[src/rtl/fetch_pkg.sv]
// Shared types and constants for the instruction-fetch sequencer.
package fetch_pkg;

  typedef enum logic [1:0] {
    StIdle,
    StRun,
    StDone
  } fetch_state_e;

  localparam int unsigned CountW = 32;

endpackage

[src/rtl/rom_fetch_ctrl.sv]
// Instruction-fetch sequencer for a 1-cycle-latency synchronous ROM: owns the PC,
// issues one ROM read per cycle and hands words to decode over valid/ready.
module rom_fetch_ctrl
  import fetch_pkg::*;
#(
  parameter int unsigned DATA_LENGTH = 32,
  parameter int unsigned MEM_LENGHT  = 32,
  parameter bit          WRAP_EN     = 1'b0,
  localparam int unsigned ADDR_W     = $clog2(MEM_LENGHT)
) (
  input  logic                   clk,
  input  logic                   rst,
  input  logic                   start,
  output logic [ADDR_W-1:0]      rom_addr,
  input  logic [DATA_LENGTH-1:0] rom_data,
  output logic                   out_valid,
  input  logic                   out_ready,
  output logic [DATA_LENGTH-1:0] out_instr,
  output logic [ADDR_W-1:0]      out_pc,
  input  logic                   branch_valid,
  input  logic [ADDR_W-1:0]      branch_target,
  output logic                   done,
  output logic                   err,
  output logic [CountW-1:0]      instr_count
);

  localparam logic [ADDR_W-1:0] LastPc = ADDR_W'(MEM_LENGHT - 1);

  fetch_state_e      state_q, state_d;
  logic              resp_valid_q, resp_valid_d;
  logic [ADDR_W-1:0] resp_pc_q, resp_pc_d;
  logic [ADDR_W-1:0] next_pc_q, next_pc_d;
  logic              done_q, done_d;
  logic              err_q, err_d;
  logic [CountW-1:0] cnt_q, cnt_d;

  logic accept;
  logic stall;
  logic tgt_oob;
  logic last_accept;

  // Without wrapping the PC parks on the last word instead of rolling over.
  function automatic logic [ADDR_W-1:0] pc_inc(input logic [ADDR_W-1:0] pc);
    if (pc == LastPc) begin
      return WRAP_EN ? '0 : LastPc;
    end
    return pc + ADDR_W'(1);
  endfunction

  assign accept      = resp_valid_q & out_ready;
  assign stall       = resp_valid_q & ~out_ready;
  assign tgt_oob     = 32'(branch_target) >= MEM_LENGHT;
  assign last_accept = accept & (resp_pc_q == LastPc) & ~WRAP_EN;

  always_comb begin
    state_d      = state_q;
    resp_valid_d = resp_valid_q;
    resp_pc_d    = resp_pc_q;
    next_pc_d    = next_pc_q;
    done_d       = done_q;
    err_d        = err_q;
    cnt_d        = cnt_q;
    rom_addr     = '0;

    case (state_q)
      StIdle, StDone: begin
        if (start) begin
          rom_addr     = '0;
          resp_valid_d = 1'b1;
          resp_pc_d    = '0;
          next_pc_d    = pc_inc('0);
          done_d       = 1'b0;
          err_d        = 1'b0;
          cnt_d        = '0;
          state_d      = StRun;
        end
      end
      StRun: begin
        if (accept && (cnt_q != '1)) begin
          cnt_d = cnt_q + CountW'(1);
        end
        if (branch_valid) begin
          if (tgt_oob) begin
            err_d        = 1'b1;
            done_d       = 1'b1;
            resp_valid_d = 1'b0;
            state_d      = StDone;
          end else begin
            rom_addr     = branch_target;
            resp_pc_d    = branch_target;
            resp_valid_d = 1'b1;
            next_pc_d    = pc_inc(branch_target);
          end
        end else if (stall) begin
          // Re-read the held address so rom_data stays put across the stall.
          rom_addr = resp_pc_q;
        end else if (last_accept) begin
          resp_valid_d = 1'b0;
          done_d       = 1'b1;
          state_d      = StDone;
        end else begin
          rom_addr     = next_pc_q;
          resp_pc_d    = next_pc_q;
          resp_valid_d = 1'b1;
          next_pc_d    = pc_inc(next_pc_q);
        end
      end
      default: state_d = StIdle;
    endcase
  end

  always_ff @(posedge clk or posedge rst) begin
    if (rst) begin
      state_q      <= StIdle;
      resp_valid_q <= 1'b0;
      resp_pc_q    <= '0;
      next_pc_q    <= '0;
      done_q       <= 1'b0;
      err_q        <= 1'b0;
      cnt_q        <= '0;
    end else begin
      state_q      <= state_d;
      resp_valid_q <= resp_valid_d;
      resp_pc_q    <= resp_pc_d;
      next_pc_q    <= next_pc_d;
      done_q       <= done_d;
      err_q        <= err_d;
      cnt_q        <= cnt_d;
    end
  end

  assign out_valid   = resp_valid_q;
  assign out_pc      = resp_pc_q;
  assign out_instr   = rom_data;
  assign done        = done_q;
  assign err         = err_q;
  assign instr_count = cnt_q;

endmodule
[config.mk]
export PLATFORM = sky130hd
export DESIGN_NAME = rom_fetch_ctrl
export DESIGN_NICKNAME = d
export VERILOG_FILES = /design/src/rtl/fetch_pkg.sv /design/src/rtl/rom_fetch_ctrl.sv
export SDC_FILE = /design/constraint.sdc
export NUM_CORES = 1
export LEC_CHECK = 0
export BUFFER_PORTS_ARGS = -buffer_cell sky130_fd_sc_hd__buf_2
export CORE_ASPECT_RATIO = 0.5
export CORE_UTILIZATION = 54
export CTS_BUF_LIST = sky130_fd_sc_hd__clkbuf_8
export CTS_CLUSTER_DIAMETER = 80
export DETAILED_ROUTE_END_ITERATION = 6
export PLACE_DENSITY = 0.88
export SLEW_MARGIN = 40
export SYNTH_ARGS = -nofsm -noshare
export SYNTH_HDL_FRONTEND = slang
export SYNTH_SLANG_ARGS = --single-unit
[constraint.sdc]
create_clock -name clk -period 4.8 [get_ports clk]
set_clock_uncertainty 0.1 [all_clocks]
set_input_delay 0.24 -clock clk [delete_from_list [all_inputs] [get_ports clk]]
set_output_delay 0.24 -clock clk [all_outputs]
set_load 0.1 [all_outputs]
## After elaboration in Yosys (flattened, before gate mapping)

Index checks and enable logic that the tools add are counted.
W data, S select, Z words.

- Flip-flop bits (word level): 46
- Input port bits: 42
- Output and inout port bits: 77
- Word-level logic and storage cells: 79

- Add/subtract/negate cells: 3
- Eq/ne operators: 13
- Multiplexer cells: 44
- Bitwise gates (word level): 4
- Reductions and logical operators: 9

Operators with widths:

| operator | count |
|---|---|
| $mux W5 | 16 |
| $mux W32 | 2 |
| $pmux W32 S2 | 1 |
| $add A32 B1 Y32 const B | 1 |
| $ne A32 B32 Y1 const B | 1 |
| $pmux W5 S2 | 2 |
| $mux W1 | 16 |
| $eq A5 B5 Y1 const B | 3 |
| $add A5 B1 Y5 const B | 2 |
| $ne A2 B2 Y1 const B | 5 |
| $mux W2 | 4 |
| $reduce_and A4 Y1 | 2 |
| $ne A3 B3 Y1 const B | 2 |
| $reduce_and A3 Y1 | 2 |
| $reduce_and A5 Y1 | 1 |
| $pmux W1 S2 | 2 |
| $pmux W2 S2 | 1 |
| $and A1 B1 Y1 | 3 |
| $eq A2 B1 Y1 const B | 1 |
| $eq A2 B2 Y1 const B | 1 |
| $logic_not A2 Y1 | 1 |
| $reduce_bool A2 Y1 | 1 |
| $reduce_or A2 Y1 | 1 |
| $logic_and A1 B1 Y1 | 1 |
| $not A1 Y1 | 1 |

## Depth between registers and ports, before layout

- Depth in word-level cells: 11
- Mapped depth: 8
- Mapped depth without buffers: 7

## Worst setup path after synthesis

OpenSTA, ideal clock, no wires.

- Kind: flip-flop to output port
- Start: register resp_pc_q[1] (netlist: out_pc[1])
- End: output port rom_addr[4]
- Arrival: 3.374 ns
- Required time: 4.460 ns
- Slack: 1.086 ns
- Stages on the path, launching flop included: 6
- Cells stage by stage: dfrtp_1 -> nand3_1 -> o21ai_0 -> nand2_1 -> a211oi_1 -> nor3_1

- Longest elaborated chain between the ends: 6

RTL lines:

| item | line | text |
|---|---|---|
| start, declared | rom_fetch_ctrl.sv:31 | `logic [ADDR_W-1:0] resp_pc_q, resp_pc_d;` |
| start signal, assigned | rom_fetch_ctrl.sv:124 | `resp_pc_q <= resp_pc_d;` |
| $eq A5 B5 Y1 | rom_fetch_ctrl.sv:53 | `assign last_accept = accept & (resp_pc_q == LastPc) & ~WRAP_EN;` |
| $and A1 B1 Y1 | rom_fetch_ctrl.sv:53 |  |
| $mux W5 | rom_fetch_ctrl.sv:97 | `end else if (last_accept) begin` |
| $mux W5 | rom_fetch_ctrl.sv:94 | `end else if (stall) begin` |
| $mux W5 | rom_fetch_ctrl.sv:82 | `if (branch_valid) begin` |
| $mux W5 | n/a |  |
| end, declared | rom_fetch_ctrl.sv:14 | `output logic [ADDR_W-1:0] rom_addr,` |

Every way passes these cells.

## Worst setup path in the final report

- Start: register state_q[0]
- End: register cnt_q[16] (netlist: instr_count[16])

- Longest elaborated chain between the ends: 4
- Elaborated cells on any way between the ends: 9
- Classes of those cells: 4 x eq/ne; 1 x mux; 4 x reduce/logical

RTL lines:

| item | line | text |
|---|---|---|
| start, declared | rom_fetch_ctrl.sv:29 | `fetch_state_e state_q, state_d;` |
| start signal, assigned | rom_fetch_ctrl.sv:114 | `state_q <= StIdle;` |
| start signal, assigned | rom_fetch_ctrl.sv:122 | `state_q <= state_d;` |
| $eq A2 B2 Y1 or $logic_not A2 Y1 (tied branches) | rom_fetch_ctrl.sv:65 | `case (state_q)` |
| $reduce_or A2 Y1 | rom_fetch_ctrl.sv:65 |  |
| $ne A2 B2 Y1 (no line) or $reduce_bool A2 Y1 (tied branches) | n/a |  |
| $reduce_and A3 Y1 (no line) | n/a |  |
| end signal, assigned | rom_fetch_ctrl.sv:128 | `cnt_q <= cnt_d;` |
| end, declared | rom_fetch_ctrl.sv:35 | `logic [CountW-1:0] cnt_q, cnt_d;` |

Several ways; a longest one is shown, not always the timed one.
A chain may end at the register's enable or synchronous reset.

==> impl_metrics.py <==
metrics = {
    "routing": {
        "routed_wirelength_mm": 6.99,
        "drt-initial-drc-count": 173,
        "viasPerCell": 6.25,
        "avgRoutedWirePerCell_um": 16.3,
        "vias": 2686,
        "drc": 0,
        "first_pass_iters": 4,
        "detail-route-antenna-nets": 0,
    },
    "die": {
        "initial_core_util_pct": 57.2,
        "dieArea_um2": 5660,
        "die_y_um": 53.7,
        "rows": 18,
        "ios": 119,
        "die_x_um": 105,
        "core_um2": 5040,
    },
    "worst_hold_path": {
        "hold_path_class": "input port to flip-flop",
    },
    "power": {
        "leakagePower_uw": 0.00144,
        "p_clk_share_pct": 19.1,
        "swShare_pct": 53.2,
        "p_sw_uw": 989,
        "p_comb_share_pct": 51.2,
        "ir_drop_uv": 577,
        "p_seq_share_pct": 29.7,
        "p_int_uw": 870,
        "powerDensity_nw_per_um2": 599,
    },
    "worst_setup_path": {
        "cp-end-kind": "flip-flop",
        "required_ns": 4.90,
        "r2r_end": "instr_count[16]",
        "endpoint": "instr_count[16]",
        "startpoint": "state_q[0]",
        "worst-path-max-fanout": 22,
        "reg2reg_depth": 6,
        "startpoint_type": "flip-flop",
        "arrival_ns": 2.59,
        "regToRegStartpoint": "state_q[0]",
        "worst-setup-path-type": "flip-flop to flip-flop",
        "r2r_slack_ns": 2.32,
    },
    "synth": {
        "synth_top_family_by_area": "simple AND/OR/NAND/NOR gates",
        "seq_area_frac_synth_pct": 39.9,
        "synth_top_area_cell": "dfrtp_1",
        "ys_ff_latch": 46,
        "yosys_warnings": 0,
        "ys_dominant_reg_cell": "dfrtp_1",
        "yosys.area_share.xor_xnor_pct": 0.607,
        "ys_async_sr_fraction_pct": 100,
        "synth-compound-area-share_pct": 21.6,
        "synthCells": 342,
        "synthAdderAreaFrac_pct": 1.30,
        "syn_area_um2": 2890,
        "synth-edff-count": 0,
        "synth_fp_nets": 387,
        "synthSimpleGateAreaFrac_pct": 23.5,
        "synth_top_area_share_pct": 39.9,
        "synth_cell_types": 51,
        "avgSynthCellArea_um2": 8.44,
        "muxShareOfSynthArea_pct": 1.39,
        "synth_area_leaders": "dfrtp_1 (40%), buf_4 (8.6%), o21ai_0 (7.3%), nand2_1 (4.4%), nor2_1 (4.0%)",
    },
    "cts": {
        "cts_tree": "built",
        "clockRootBuffer": "clkbuf_8",
        "cts.repair.resized": 0,
        "htree_levels": 2,
        "holdBufCountCts": 1,
        "cts_made_buffers": 5,
        "worstSkewPairLatency_ns": 0.30,
        "post_cts_buffers": 0,
        "clockBufferDepth": 2,
        "clkSinkCount": 46,
        "clk_pin_slew_ns": 0.09,
    },
    "placement": {
        "io_buffers": 53,
        "gp_congestion": 0.895,
        "hpwl_mm": 4.86,
        "postPlaceCellArea_um2": 2950,
    },
    "timing": {
        "rsz0062_at_grt": "no",
        "min_period_ns": 2.48,
        "fmax_ghz": 0.403,
        "hold_violations": 0,
        "finalCritPeriodShare_pct": 51.7,
        "relSlewSlack_pct": 57.8,
        "drv_slew": 0,
        "fin_setup_tns_ns": 0,
        "worst_pin_slew_ns": 0.633,
        "setup_viol": 0,
    },
    "layout": {
        "stdcell_area_um2": 3100,
        "drive_gt1_share_pct": 19.7,
        "post-route-util_pct": 61.5,
        "num-nets-final": 404,
        "area_growth_pct": 7.41,
        "layout_commonest_cell": "buf_2",
        "num_antenna_cells": 0,
        "layout_common_cells": "buf_2 (53), dfrtp_1 (46), o21ai_0 (42)",
    },
    "global_route": {
        "antenna_found_initial": 0,
        "grt_max_degree": 47,
        "grt_pass1_vias": 2206,
        "grt_pass1_wl_mm": 10.6,
        "grt-ovfl-total": 0,
        "grt_use_total_pct": 24.2,
    },
    "run": {
        "cap_violations": 0,
    },
    "run_status": {
        "status": "finished clean",
    },
}
-- power by group through the flow --
stage	combinational, uW	sequential [uW]	clock (uW)
final	952	551	355
after global routing	1010	561	380
after CTS	949	547	363
after detailed placement	946	553	0
after global placement	925	546	0
after floorplan	617	843	0
-- layer usage --
layer	track usage, %	up-vias	routed length (um)
li1	-	1252	-
met1	30.4	1282	3020
met2	41.7	126	3340
met3	4.96	26	515
met4	11.5	0	116
met5	0	-	0
-- registers in the layout (all words and copies together), names as in the netlist --
signal	cells
out_pc	5
instr_count	32
out_valid	1
next_pc_q	5
state_q	2
done	1
-- synth_stat cells, types with 4 or more instances --
| library cell | instances |
|---|---|
| nand2_1 | 34 |
| nand4_1 | 11 |
| a21o_1 | 4 |
| dfrtp_1 | 46 |
| a21oi_1 | 13 |
| and4_1 | 5 |
| mux2i_1 | 4 |
| nor2_1 | 31 |
| and2_1 | 4 |
| o21ai_0 | 42 |
| nand3_1 | 18 |
| nand2b_1 | 5 |
| and3_1 | 5 |
| clkbuf_1 | 7 |
| inv_1 | 7 |
| o31ai_1 | 6 |
| buf_4 | 33 |
| a31oi_1 | 11 |
| nor3_1 | 7 |
-- how the worst min path moves through the flow --
stage	slack (ns)	endpoint	start	depth (start not counted)
after CTS	0.15	state_q[1]	start	3
after detailed placement	0.32	out_pc[2]	rst	3
after global placement	0.31	out_pc[4]	rst	3
after floorplan	0.33	state_q[1]	start	2
after global routing	0.16	state_q[1]	start	3
final	0.17	state_q[1]	start	3
-- worst max-delay path, cell delays in order (launching register included) --
cell	delay (ns)
dfrtp_1	0.43
nor2b_1	0.46
nand3_1	0.29
nor2_1	0.45
buf_4	0.33
nand2_1	0.10
o31ai_1	0.22
-- cell type report --
cell class,instances,area (um^2)
clock buffers,6,82.6
clock inverters,2,60.1
fillers,427,1940
inverters,7,26.3
multi-input cells,243,1400
flip-flops and latches,46,1150
well taps,70,87.6
repair buffers,56,290
-- cell families (layout without fill, tap and decap cells) --
family / after synthesis / in the layout
other cells: 1 / 1
compound gates: 100 / 100
buf+inv: 53 / 71
flops: 46 / 46
xor+xnor: 2 / 2
fa+ha+maj: 3 / 3
mux: 4 / 4
simple gates: 133 / 133
-- per-stage QoR --
step	total power, uW	worst slack (ns)	hold WS (ns)	cells
after floorplan	1460	1.09	0.328	342
after global placement	1470	2.47	0.314	421
after detailed placement	1500	2.37	0.324	421
after CTS	1860	2.35	0.154	430
after global routing	1950	2.10	0.160	430
final	1860	2.32	0.170	430
No activity file was read; power rests on OpenSTA's default activity.
